`src/rtl/nclic_int_sequencer.sv`:
```
// Core-side nCLIC interrupt sequencer: preemption decision, fetch redirect handshake,
// pending-clear write-back, priority nesting stack and mret tail-chaining.
module nclic_int_sequencer #(
    parameter int NoInterrupts = 16,
    parameter int StackDepth   = 4,
    parameter int PrioWidth    = 3,
    localparam int IdxW   = (NoInterrupts > 1) ? $clog2(NoInterrupts) : 1,
    localparam int DepthW = $clog2(StackDepth + 1)
) (
    input  logic                 clk,
    input  logic                 reset,
    input  logic                 i_int,
    input  logic [IdxW-1:0]      i_idx,
    input  logic [PrioWidth-1:0] i_prio,
    input  logic                 i_global_ie,
    output logic [IdxW-1:0]      o_vec_idx,
    input  logic [31:0]          i_vector,
    output logic                 o_redirect_valid,
    output logic [31:0]          o_redirect_pc,
    input  logic                 i_redirect_ready,
    input  logic                 i_mret,
    output logic                 o_mret_ack,
    output logic                 o_clr_en,
    output logic [IdxW-1:0]      o_clr_idx,
    output logic [PrioWidth-1:0] o_cur_prio,
    output logic [DepthW-1:0]    o_depth
);

    typedef enum logic [1:0] {
        ST_IDLE,
        ST_REDIRECT,
        ST_CLEAR
    } state_e;

    typedef enum logic {
        MODE_PUSH,
        MODE_REPLACE
    } mode_e;

    state_e                 state_q;
    mode_e                  mode_q;
    logic [IdxW-1:0]        lat_idx_q;
    logic [PrioWidth-1:0]   lat_prio_q;
    logic [DepthW-1:0]      depth_q;
    logic                   redirect_valid_q;
    logic [31:0]            redirect_pc_q;
    logic                   clr_en_q;
    logic [IdxW-1:0]        clr_idx_q;
    logic                   mret_ack_q;

    logic [IdxW-1:0]        stk_idx_q  [StackDepth];
    logic [PrioWidth-1:0]   stk_prio_q [StackDepth];

    logic [PrioWidth-1:0]   cur_prio;
    logic [PrioWidth-1:0]   below_prio;
    logic [IdxW-1:0]        cur_idx;
    logic                   take_ok;
    logic                   tail_ok;

    // Top and next-below entries are selected by depth rather than by a pointer
    // index so an empty stack reads as thread level (0) without out-of-range access.
    always_comb begin
        // NOTE: every always_comb output gets a default first so no latch is inferred.
        cur_prio   = '0;
        below_prio = '0;
        cur_idx    = '0;
        for (int i = 0; i < StackDepth; i++) begin
            if (DepthW'(i + 1) == depth_q) begin
                cur_prio = stk_prio_q[i];
                cur_idx  = stk_idx_q[i];
            end
            if (DepthW'(i + 2) == depth_q) begin
                below_prio = stk_prio_q[i];
            end
        end
    end

    always_comb begin
        take_ok = i_int && i_global_ie && (i_prio > cur_prio)
                  && (depth_q < DepthW'(StackDepth)) && !i_mret;
        tail_ok = i_int && i_global_ie && (i_prio > below_prio);
    end

    always_ff @(posedge clk) begin
        if (!reset) begin
            state_q          <= ST_IDLE;
            mode_q           <= MODE_PUSH;
            lat_idx_q        <= '0;
            lat_prio_q       <= '0;
            depth_q          <= '0;
            redirect_valid_q <= 1'b0;
            redirect_pc_q    <= '0;
            clr_en_q         <= 1'b0;
            clr_idx_q        <= '0;
            mret_ack_q       <= 1'b0;
            // NOTE: stack storage is cleared for deterministic contents; reads are gated by depth anyway.
            for (int i = 0; i < StackDepth; i++) begin
                stk_idx_q[i]  <= '0;
                stk_prio_q[i] <= '0;
            end
        end else begin
            mret_ack_q <= 1'b0;
            case (state_q)
                ST_IDLE: begin
                    if (i_mret && (depth_q != '0)) begin
                        if (tail_ok) begin
                            lat_idx_q        <= i_idx;
                            lat_prio_q       <= i_prio;
                            redirect_pc_q    <= i_vector;
                            redirect_valid_q <= 1'b1;
                            mode_q           <= MODE_REPLACE;
                            state_q          <= ST_REDIRECT;
                        end else begin
                            depth_q    <= depth_q - DepthW'(1);
                            mret_ack_q <= 1'b1;
                        end
                    end else if (take_ok) begin
                        lat_idx_q        <= i_idx;
                        lat_prio_q       <= i_prio;
                        redirect_pc_q    <= i_vector;
                        redirect_valid_q <= 1'b1;
                        mode_q           <= MODE_PUSH;
                        state_q          <= ST_REDIRECT;
                    end
                end
                ST_REDIRECT: begin
                    if (i_redirect_ready) begin
                        for (int i = 0; i < StackDepth; i++) begin
                            if ((mode_q == MODE_PUSH && DepthW'(i) == depth_q) ||
                                (mode_q == MODE_REPLACE && DepthW'(i + 1) == depth_q)) begin
                                stk_idx_q[i]  <= lat_idx_q;
                                stk_prio_q[i] <= lat_prio_q;
                            end
                        end
                        if (mode_q == MODE_PUSH) begin
                            depth_q <= depth_q + DepthW'(1);
                        end
                        redirect_valid_q <= 1'b0;
                        clr_en_q         <= 1'b1;
                        clr_idx_q        <= lat_idx_q;
                        state_q          <= ST_CLEAR;
                    end
                end
                ST_CLEAR: begin
                    clr_en_q <= 1'b0;
                    state_q  <= ST_IDLE;
                end
                default: begin
                    state_q <= ST_IDLE;
                end
            endcase
        end
    end

    // The entry just written at accept must be the source being cleared.
    always_ff @(posedge clk) begin
        if (reset && state_q == ST_CLEAR) begin
            assert (cur_idx == clr_idx_q);
        end
    end

    assign o_vec_idx        = i_idx;
    assign o_redirect_valid = redirect_valid_q;
    assign o_redirect_pc    = redirect_pc_q;
    assign o_mret_ack       = mret_ack_q;
    assign o_clr_en         = clr_en_q;
    assign o_clr_idx        = clr_idx_q;
    assign o_cur_prio       = cur_prio;
    assign o_depth          = depth_q;

endmodule

```
`config.mk`:
```
export PLATFORM = sky130hd
export DESIGN_NAME = nclic_int_sequencer
export DESIGN_NICKNAME = d
export VERILOG_FILES = /design/src/rtl/nclic_int_sequencer.sv
export SDC_FILE = /design/constraint.sdc
export NUM_CORES = 1
export LEC_CHECK = 0
export BUFFER_PORTS_ARGS = -buffer_cell sky130_fd_sc_hd__clkbuf_2
export CAP_MARGIN = 5
export CORE_ASPECT_RATIO = 0.7
export CORE_MARGIN = 5
export CORE_UTILIZATION = 51
export CTS_BUF_LIST = sky130_fd_sc_hd__clkbuf_16
export DETAILED_ROUTE_END_ITERATION = 6
export GPL_TIMING_DRIVEN = 0
export PLACE_DENSITY = 0.81
export SLEW_MARGIN = 5
export SYNTH_ARGS = -nofsm -noshare
export SYNTH_HDL_FRONTEND = slang
export SYNTH_SLANG_ARGS = --single-unit
```
`constraint.sdc`:
```
create_clock -name clk -period 3.55 [get_ports clk]
set_input_delay 0.355 -clock clk [delete_from_list [all_inputs] [get_ports clk]]
set_output_delay 0.355 -clock clk [all_outputs]
set_load 0.01 [all_outputs]
```
==> flow_summary.json, run 1 <==
{
  "yosys.area_share.simple_pct": 20.5,
  "netlist_area_mm2": 0.00315,
  "cts_tree": "built",
  "clockBufferDepth": 2,
  "outcome": "finished clean",
  "cts_max_level": 3,
  "drv_cap": 0,
  "syn_area_per_cell_um2": 8.84,
  "grt_pass1_wl_mm": 13.1,
  "placed_cells": 525,
  "crit_end": "o_redirect_pc[3]$_SDFFE_PN0P_",
  "startpoint_type": "register",
  "antenna-diode-count": 0,
  "fin_nets": 515,
  "holdCritStartpoint": "i_vector[2]",
  "synth_cell_types": 36,
  "viasPerCell": 5.29,
  "place_hpwl_mm": 6.10,
  "layout_common_cells": "101 x nand2_1, 91 x clkbuf_2, 52 x dfxtp_1",
  "rsz0062_at_grt": "false",
  "fin_setup_tns_ps": 0,
  "die_y_um": 75.7,
  "cp-startpoint": "o_depth[2]$_SDFFE_PN0P_",
  "tightest_slew_ps": 525,
  "rows": 24,
  "grtUsageTotal_pct": 20.9,
  "cts_buffers": 9,
  "grt_antenna_before_repair": 0,
  "reg2reg_to": "o_redirect_pc[3]$_SDFFE_PN0P_",
  "clk_pin_slew_worst_paths_ps": 50,
  "yosys.area_share.adder_pct": 4.77,
  "hold_viol": 0,
  "gp_congestion": 0.877,
  "power.total_w": 0.00248,
  "netlist_instances": 356,
  "clk_latency_ps": 330,
  "period_share_pct": 92.3,
  "die_area_mm2": 0.00787,
  "cp.arrival_ps": 3520,
  "die_w_um": 104,
  "postCtsSetupBuffers": 0,
  "crit_type": "register to register",
  "fmax_ghz": 0.305,
  "worst_slack_ps": 275,
  "root_buffer": "clkbuf_16",
  "drive_gt1_share_pct": 24.9,
  "core-area_mm2": 0.00613,
  "syn2layout_area_growth_pct": 26.5,
  "drc": 0,
  "clock_skew_ps": 6.07,
  "overflow": 0,
  "hold_path_class": "input pin to register",
  "r2r-start": "o_depth[2]$_SDFFE_PN0P_",
  "power_density_mw_per_mm2": 622,
  "slew_violations": 0,
  "ant_nets": 0,
  "final_cell_count_no_fill": 540,
  "synth_top_family_by_area": "simple AND/OR/NAND/NOR gates",
  "synth.mux.area_fraction_pct": 13.7,
  "synth.yosys.seq_area_share_pct": 44.5,
  "leakage_nw": 1.95,
  "setup_viol": 0,
  "synth_xor_area_share_pct": 0.278,
  "grt_start_max_net_pins": 12,
  "io_buffers": 91,
  "synth_compound_area_share_pct": 10.5,
  "reg2reg_slack_ps": 270,
  "final_common_cell": "nand2_1",
  "r2r_cells": 11,
  "ir_drop_mv": 0.433,
  "vias": 2854,
  "synth_seq_cells": 64,
  "worstPathMaxFanout": 10,
  "yosys_warnings": 0,
  "wirelength_mm": 8.13,
  "start_util_pct": 51.4,
  "fin_crit_ps": 3280,
  "clock_sinks": 64,
  "syn_nets": 413,
  "cp.required_ps": 3800,
  "ios": 94,
  "drt_iter0_markers": 141,
  "grt_pass1_vias": 2816,
  "relSlewSlack_pct": 64.7,
  "first_pass_iters": 5,
  "crit_path_end_kind": "register",
  "pre_cts_ws_ps": 260,
  "wire_per_inst_um": 15.1
}
[routing by layer]
layer	up-vias	track usage [%]	part of all wire (%)
met3	10	9.06	10
li1	1404	-	-
met1	1309	24.6	41
met5	-	0	0
met2	131	34.3	47
met4	0	8.33	1.3
[flip-flops by register name (all words and copies together) (netlist names), 2 cells and up]
signal         flops
o_depth            3
state_q            2
lat_idx_q          4
o_redirect_pc     32
o_clr_idx          4
lat_prio_q         3
stk_prio_q        12
[worst min path at each step]
| stage | end | depth (start not counted) | slack [ps] |
|---|---|---|---|
| 4_1_cts | o_redirect_pc[30]$_SDFFE_PN0P_ | 3 | 250 |
| 3_5_place_dp | o_redirect_valid$_SDFFE_PN0P_ | 2 | 440 |
| 3_3_place_gp | o_redirect_valid$_SDFFE_PN0P_ | 2 | 430 |
| 5_1_grt | o_redirect_pc[5]$_SDFFE_PN0P_ | 3 | 250 |
| 2_1_floorplan | lat_idx_q[0]$_SDFFE_PN0P_ | 2 | 440 |
| 6_report | o_redirect_pc[2]$_SDFFE_PN0P_ | 3 | 250 |
[where the power goes]
group          leakage, nW  switching (W)  internal, W
sequential           0.545      0.0000609     0.000824
clock                0.140       0.000304     0.000502
combinational         1.26       0.000456     0.000329
[worst max-delay path, cell delays in order (launching register included)]
cell,delay (ps)
dfxtp_1,350
inv_1,220
ha_1,300
clkbuf_1,340
o21ai_0,170
a22oi_1,230
ha_1,280
a211oi_1,370
nor2_1,160
a21oi_4,320
buf_6,230
mux2i_1,210
[synthesized netlist by cell type]
cell type | instances | area (um2)
clkinv_1 | 1 | 3.75
edfxtp_1 | 12 | 360
clkbuf_1 | 17 | 63.8
xnor2_1 | 1 | 8.76
and2_0 | 1 | 6.26
nand4_1 | 1 | 6.26
o21ai_0 | 16 | 80.1
a221o_1 | 2 | 20.0
buf_1 | 1 | 3.75
buf_4 | 4 | 30.0
nor2_1 | 13 | 48.8
a311o_1 | 2 | 20.0
a21oi_2 | 2 | 17.5
a21oi_1 | 17 | 85.1
nand2b_1 | 2 | 12.5
or4_1 | 1 | 7.51
a211oi_1 | 1 | 7.51
dfxtp_1 | 52 | 1040
a2111oi_4 | 1 | 27.5
and3_1 | 1 | 6.26
buf_6 | 4 | 45.0
nand2_1 | 101 | 379
ha_1 | 12 | 150
a22oi_1 | 3 | 22.5
and2_1 | 12 | 75.1
a221oi_1 | 2 | 17.5
mux2i_1 | 43 | 430
nand3_1 | 7 | 35.0
nor3b_1 | 1 | 7.51
or2_2 | 1 | 6.26
o21a_1 | 1 | 7.51
inv_1 | 10 | 37.5
nor2b_1 | 5 | 31.3
o32ai_1 | 1 | 8.76
o31ai_1 | 2 | 15.0
nand3b_1 | 3 | 22.5
[through the flow]
| step | area [um2] | hold slack (ps) | util, % |
|---|---|---|---|
| floorplan | 3150 | 438 | - |
| global placement | 3700 | 434 | 60.4 |
| detailed placement | 3700 | 436 | 60.4 |
| CTS | 3970 | 247 | 64.9 |
| global route | 3980 | 252 | 65.0 |
| finish | 3980 | 251 | 65.0 |
[layout make-up]
cell class,instances,area (um2)
Fill cell,530,2140
Multi-Input combinational cell,255,1570
Sequential cell,64,1400
Timing Repair Buffer,91,455
Clock buffer,10,250
Buffer,26,143
Tap cell,78,97.6
Inverter,11,41.3
Clock inverter,5,22.5
[what timing repair did]
action,in CTS,in global routing
resized for setup,0,1
hold buffers,0,0
endpoints found under the setup margin,0,27
[logic make-up (layout without fill, tap and decap cells)]
logic type / Yosys count / after routing
mux: 43 / 43
xor+xnor: 1 / 1
compound gates: 50 / 50
fa+ha+maj: 12 / 12
simple gates: 149 / 149
buf+inv: 37 / 143
flops: 64 / 64
No activity file was read; power rests on OpenSTA's default activity.
==> run 2, diff against run 1 <==
Settings changed: CORE_UTILIZATION 51 to 53, CTS_BUF_LIST sky130_fd_sc_hd__clkbuf_16 to sky130_fd_sc_hd__clkbuf_8, PLACE_DENSITY 0.81 to 0.84.
==> run 2 against run 1 <==
Effect of this change: first-iteration DRC count is 47% higher; global-route usage is 1.2 points higher; sequential power is essentially flat; largest power group unchanged; critical path type unchanged; cell area is 1.7% lower; clock skew grew 3.3 ps; critical path depth rose by 1; die area shrank 3.4%; worst setup slack better by 74 ps; non-clock buffer count unchanged; combinational power fell by 0.8%; power is 5.5% lower.
==> flow_summary.json, run 2 (synthesis gave the netlist of run 1 again) <==
{
  "outcome": "finished clean",
  "cp.required_ps": 3820,
  "holdCritStartpoint": "i_vector[30]",
  "layout_common_cells": "101 x nand2_1, 92 x clkbuf_2, 52 x dfxtp_1",
  "overflow": 0,
  "final_common_cell": "nand2_1",
  "clock_sinks": 64,
  "grt_pass1_vias": 2776,
  "cpPeakStageDelay_ps": 360,
  "slew_violations": 0,
  "viasPerCell": 5.23,
  "cts_tree": "built",
  "place_hpwl_mm": 6.03,
  "clk_pin_slew_worst_paths_ps": 70,
  "clockBufferDepth": 2,
  "grtUsageTotal_pct": 22.1,
  "startpoint_type": "register",
  "reg2reg_to": "o_redirect_pc[18]$_SDFFE_PN0P_",
  "min_to": "o_redirect_pc[30]$_SDFFE_PN0P_",
  "grt_start_max_net_pins": 11,
  "vias": 2803,
  "cts_max_level": 3,
  "die_w_um": 102,
  "worstPathMaxFanout": 10,
  "cpMostUsedCell": "ha_1",
  "fin_setup_tns_ps": 0,
  "ant_nets": 0,
  "die_y_um": 74.5,
  "leakage_nw": 1.92,
  "tightest_slew_ps": 558,
  "reg2reg_slack_ps": 350,
  "r2r-start": "o_depth[0]$_SDFFE_PN0P_",
  "relSlewSlack_pct": 62.5,
  "worst_slack_ps": 349,
  "clk_latency_ps": 350,
  "cp.arrival_ps": 3470,
  "power_density_mw_per_mm2": 598,
  "syn2layout_area_growth_pct": 24.3,
  "min_path_cells": 3,
  "clock_skew_ps": 9.37,
  "period_share_pct": 90.2,
  "fin_crit_ps": 3200,
  "start_util_pct": 54.7,
  "io_buffers": 91,
  "pre_cts_ws_ps": 229,
  "grt_pass1_wl_mm": 12.9,
  "die_area_mm2": 0.00761,
  "root_buffer": "clkbuf_8",
  "fin_nets": 515,
  "rsz0062_at_grt": "false",
  "hold_viol": 0,
  "wirelength_mm": 7.93,
  "largest_register_ffs": 32,
  "first_pass_iters": 6,
  "antenna-diode-count": 0,
  "fmax_ghz": 0.312,
  "cp_slowest_cell": "a211oi_1",
  "gp_congestion": 0.960,
  "wire_per_inst_um": 14.8,
  "grt_antenna_before_repair": 0,
  "setup_viol": 0,
  "core-area_mm2": 0.00576,
  "ir_drop_mv": 0.357,
  "hold_path_class": "input pin to register",
  "cts_buffers": 9,
  "r2r_cells": 12,
  "drv_cap": 0,
  "drt_iter0_markers": 207,
  "drive_gt1_share_pct": 25.4,
  "holdBufCountCts": 0,
  "crit_path_end_kind": "register",
  "crit_type": "register to register",
  "drc": 0,
  "crit_chain": "inv_1 > ha_1 > nor2b_1 > nand2_1 > o21ai_0 > a22oi_1 > ha_1 > a211oi_1 > nor2_1 > a21oi_4 > buf_6 > mux2i_1",
  "rows": 23,
  "ios": 94
}
[run 2: cell count changes in the layout (fill, tap and decap cells not counted)]
cell | before | now
clkbuf_16 | 10 | 0
clkbuf_2 | 91 | 92
bufinv_16 | 0 | 2
clkbuf_8 | 0 | 10
clkbuf_1 | 17 | 16
clkinv_1 | 3 | 1
clkinv_2 | 1 | 0
[run 2: critical path: cells and delay by family, from the launching register on]
family | cells | cell delay [ps]
AND/OR/NAND/NOR | 3 | 540
buffers and inverters | 2 | 370
AO/OA/AOI/OAI | 4 | 1000
adder cells (fa/ha/maj) | 2 | 640
multiplexers | 1 | 230
flip-flops | 1 | 350
[run 2: layout make-up]
type | instances | area (um2)
fill | 492 | 1840
sequential | 64 | 1400
multi-input combinational | 255 | 1570
tap | 75 | 93.8
buffer | 26 | 144
clock inverter | 4 | 70.1
clock buffer | 10 | 138
timing repair buffer | 91 | 455
inverter | 11 | 41.3
[run 2: routing by layer]
metal	GRT usage (%)	routed length [um]	vias up	share of wire, %
met4	6.70	101	0	1.3
met5	0	0	-	0
met1	26.7	3390	1288	43
li1	-	-	1400	-
met2	36.1	3670	103	46
met3	9.37	776	12	9.8
[run 2: how the worst max path moves through the flow]
| stage | startpoint | end | slack, ps | cells after the start |
|---|---|---|---|---|
| after global routing | o_depth[0]$_SDFFE_PN0P_ | o_redirect_pc[18]$_SDFFE_PN0P_ | 30 | 12 |
| after detailed placement | o_depth[2]$_SDFFE_PN0P_ | o_redirect_pc[26]$_SDFFE_PN0P_ | 230 | 11 |
| after CTS | o_depth[2]$_SDFFE_PN0P_ | o_redirect_pc[18]$_SDFFE_PN0P_ | 210 | 11 |
| after global placement | o_depth[2]$_SDFFE_PN0P_ | o_redirect_pc[24]$_SDFFE_PN0P_ | 370 | 11 |
| final | o_depth[0]$_SDFFE_PN0P_ | o_redirect_pc[18]$_SDFFE_PN0P_ | 350 | 12 |
| after floorplan | o_depth[0]$_SDFFE_PN0P_ | lat_idx_q[0]$_SDFFE_PN0P_ | 760 | 12 |
[run 2: power by group]
part	total, W	leakage, nW	switching (W)	internal, W
Clock	0.000677	0.110	0.000273	0.000405
Sequential	0.000882	0.545	0.0000597	0.000823
Combinational	0.000779	1.26	0.000448	0.000331
[run 2: timing repair]
| action | 4_1_cts | 5_1_grt |
|---|---|---|
| gates resized for setup | 0 | 3 |
| buffers inserted | 0 | 0 |
| setup endpoints to repair | 0 | 40 |
| endpoints found under the hold margin | 0 | 0 |
[run 2: through the flow]
| step | hold slack (ps) | util (%) | instances | power, W | area, um2 |
|---|---|---|---|---|---|
| floorplan | 438 | - | 356 | 0.00143 | 3150 |
| global placement | 431 | 64.2 | 522 | 0.00164 | 3700 |
| detailed placement | 448 | 64.2 | 522 | 0.00166 | 3700 |
| CTS | 210 | 67.8 | 536 | 0.00234 | 3910 |
| global route | 219 | 68.0 | 536 | 0.00248 | 3910 |
| finish | 223 | 68.0 | 536 | 0.00234 | 3910 |
==> run 3, diff against run 2 <==
--- a/config.mk
+++ b/config.mk
@@ -15,3 +15,3 @@
 export GPL_TIMING_DRIVEN = 0
-export PLACE_DENSITY = 0.84
+export PLACE_DENSITY = 0.82
 export SLEW_MARGIN = 5
==> constraint.sdc (replaced) <==
create_clock -name clk -period 3.55 [get_ports clk]
set_input_delay 0.1775 -clock clk [delete_from_list [all_inputs] [get_ports clk]]
set_output_delay 0.1775 -clock clk [all_outputs]
set_load 0.01 [all_outputs]
==> run 3 against run 2 <==
Effect of this change: via count is 3.3% higher; global-route usage is 0.77 points higher; utilization is 0.35 points lower; critical endpoint is now o_redirect_pc[8]$_SDFFE_PN0P_; non-clock buffer count stayed put; largest cell class unchanged; sequential cell count stayed put; cell area is 0.51% lower; clock skew is 5.0 ps higher.
==> flow_summary.json, run 3 (synthesis gave the netlist of run 1 again) <==
{
  "outcome": "finished clean",
  "cts_resized": 0,
  "startpoint_type": "register",
  "cp_slowest_cell": "a211oi_1",
  "crit_type": "register to register",
  "postCtsSetupBuffers": 0,
  "vias": 2896,
  "overflow": 0,
  "fin_setup_tns_ps": 0,
  "viasPerCell": 5.38,
  "ant_nets": 0,
  "design_area_mm2": 0.00389,
  "r2r-start": "o_depth[0]$_SDFFE_PN0P_",
  "power_density_mw_per_mm2": 584,
  "cts_buffers": 9,
  "place_hpwl_mm": 6.10,
  "cts_tree": "built",
  "drt_iter0_markers": 159,
  "grt_start_max_net_pins": 13,
  "grt_antenna_before_repair": 0,
  "gp_congestion": 0.891,
  "relSlewSlack_pct": 64.4,
  "clockBufferDepth": 2,
  "clock_skew_ps": 14.4,
  "drc": 0,
  "holdWs_ps": 49.9,
  "cpPeakStageDelay_ps": 370,
  "clk_latency_ps": 340,
  "io_buffers": 91,
  "rows": 23,
  "grt_pass1_wl_mm": 13.4,
  "grt_pass1_vias": 2900,
  "slew_violations": 0,
  "cp-startpoint": "o_depth[0]$_SDFFE_PN0P_",
  "fin_crit_ps": 3170,
  "path_buf_inv": 3,
  "setup_viol": 0,
  "post-route-util_pct": 67.7,
  "rsz0062_at_grt": "false",
  "cp.arrival_ps": 3440,
  "drive_gt1_share_pct": 25.7,
  "wirelength_mm": 8.03,
  "antenna-diode-count": 0,
  "pre_cts_ws_ps": 293,
  "cts_max_level": 3,
  "tightest_slew_ps": 528,
  "grtUsageTotal_pct": 22.8,
  "drv_cap": 0,
  "crit_path_end_kind": "register",
  "holdCritStartpoint": "i_vector[3]",
  "place_area_mm2": 0.00370,
  "register_area_mm2": 0.00140,
  "die_w_um": 102,
  "layout_common_cells": "101 x nand2_1, 92 x clkbuf_2, 52 x dfxtp_1",
  "fin_nets": 515,
  "ios": 94,
  "wire_per_inst_um": 14.9,
  "cp.required_ps": 3810,
  "start_util_pct": 54.7,
  "worst_slack_ps": 378,
  "ir_drop_mv": 0.367,
  "fillers": 476,
  "leakage_nw": 1.91,
  "multi_input_area_mm2": 0.00157,
  "root_buffer": "clkbuf_8",
  "largest_register_ffs": 32,
  "worstPathMaxFanout": 10,
  "clk_pin_slew_worst_paths_ps": 80,
  "fmax_ghz": 0.315,
  "holdBufCountCts": 0,
  "syn2layout_area_growth_pct": 23.7,
  "hold_viol": 0,
  "crit_chain": "inv_1 > ha_1 > nor2b_1 > nand2_1 > o21ai_0 > nand2_1 > o21ai_0 > ha_1 > inv_1 > a211oi_1 > nor2_1 > a21oi_4 > buf_6 > mux2i_1",
  "clock_sinks": 64,
  "period_share_pct": 89.4,
  "final_common_cell": "nand2_1",
  "die_area_mm2": 0.00761,
  "first_pass_iters": 6,
  "crit_family": "compound AO/OA/AOI/OAI gates",
  "die_y_um": 74.5,
  "hold_path_class": "input pin to register",
  "core-area_mm2": 0.00576
}
==> run 3: cell types whose count changed in the layout (fill, tap and decap cells not counted) <==
cell	delta
clkbuf_8	-1
clkinv_2	+3
bufinv_16	-1
clkinv_4	+1
==> run 3: per-stage QoR <==
stage | total power, W | instances
final | 0.00227 | 538
after global routing | 0.00241 | 538
after CTS | 0.00227 | 538
after detailed placement | 0.00167 | 522
after global placement | 0.00164 | 522
after floorplan | 0.00143 | 356
==> run 3: final cells by class <==
type | instances | area share, %
clock buffers | 9 | 3.18
multi-input cells | 255 | 40.3
clock inverters | 7 | 1.64
repair buffers | 91 | 11.7
inverters | 11 | 1.06
plain buffers | 26 | 3.70
flip-flops and latches | 64 | 36.0
well taps | 75 | 2.41
==> run 3: worst register-to-register path, stage by stage, from the launching register on <==
cell and delay [ps]:
dfxtp_1 350, inv_1 140, ha_1 300, nor2b_1 300
nand2_1 90, o21ai_0 180, nand2_1 80, o21ai_0 100
ha_1 180, inv_1 50, a211oi_1 370, nor2_1 150
a21oi_4 350, buf_6 230, mux2i_1 220
==> run 3: worst paths after layout <==
kind / to / slack [ps] / depth (start not counted)
hold / removal: o_redirect_pc[3]$_SDFFE_PN0P_ / 50 / 3
setup / recovery: o_redirect_pc[8]$_SDFFE_PN0P_ / 380 / 14
hold reg to reg: o_redirect_valid$_SDFFE_PN0P_ / 460 / 2
setup reg to reg: o_redirect_pc[8]$_SDFFE_PN0P_ / 380 / 14
==> run 3: metal layers <==
layer | global-route usage [%] | wire length (um) | part of all wire [%]
met4 | 7.86 | 170 | 2.1
met1 | 27.7 | 3440 | 43
met2 | 37.7 | 3650 | 45
met3 | 8.53 | 775 | 9.6
met5 | 0 | 0 | 0
==> run 3: where the power goes <==
group          internal (W)  switching (W)  total, W
Combinational      0.000330       0.000458  0.000788
Sequential         0.000823      0.0000630  0.000886
Clock              0.000319       0.000282  0.000601
Total               0.00147       0.000802   0.00227
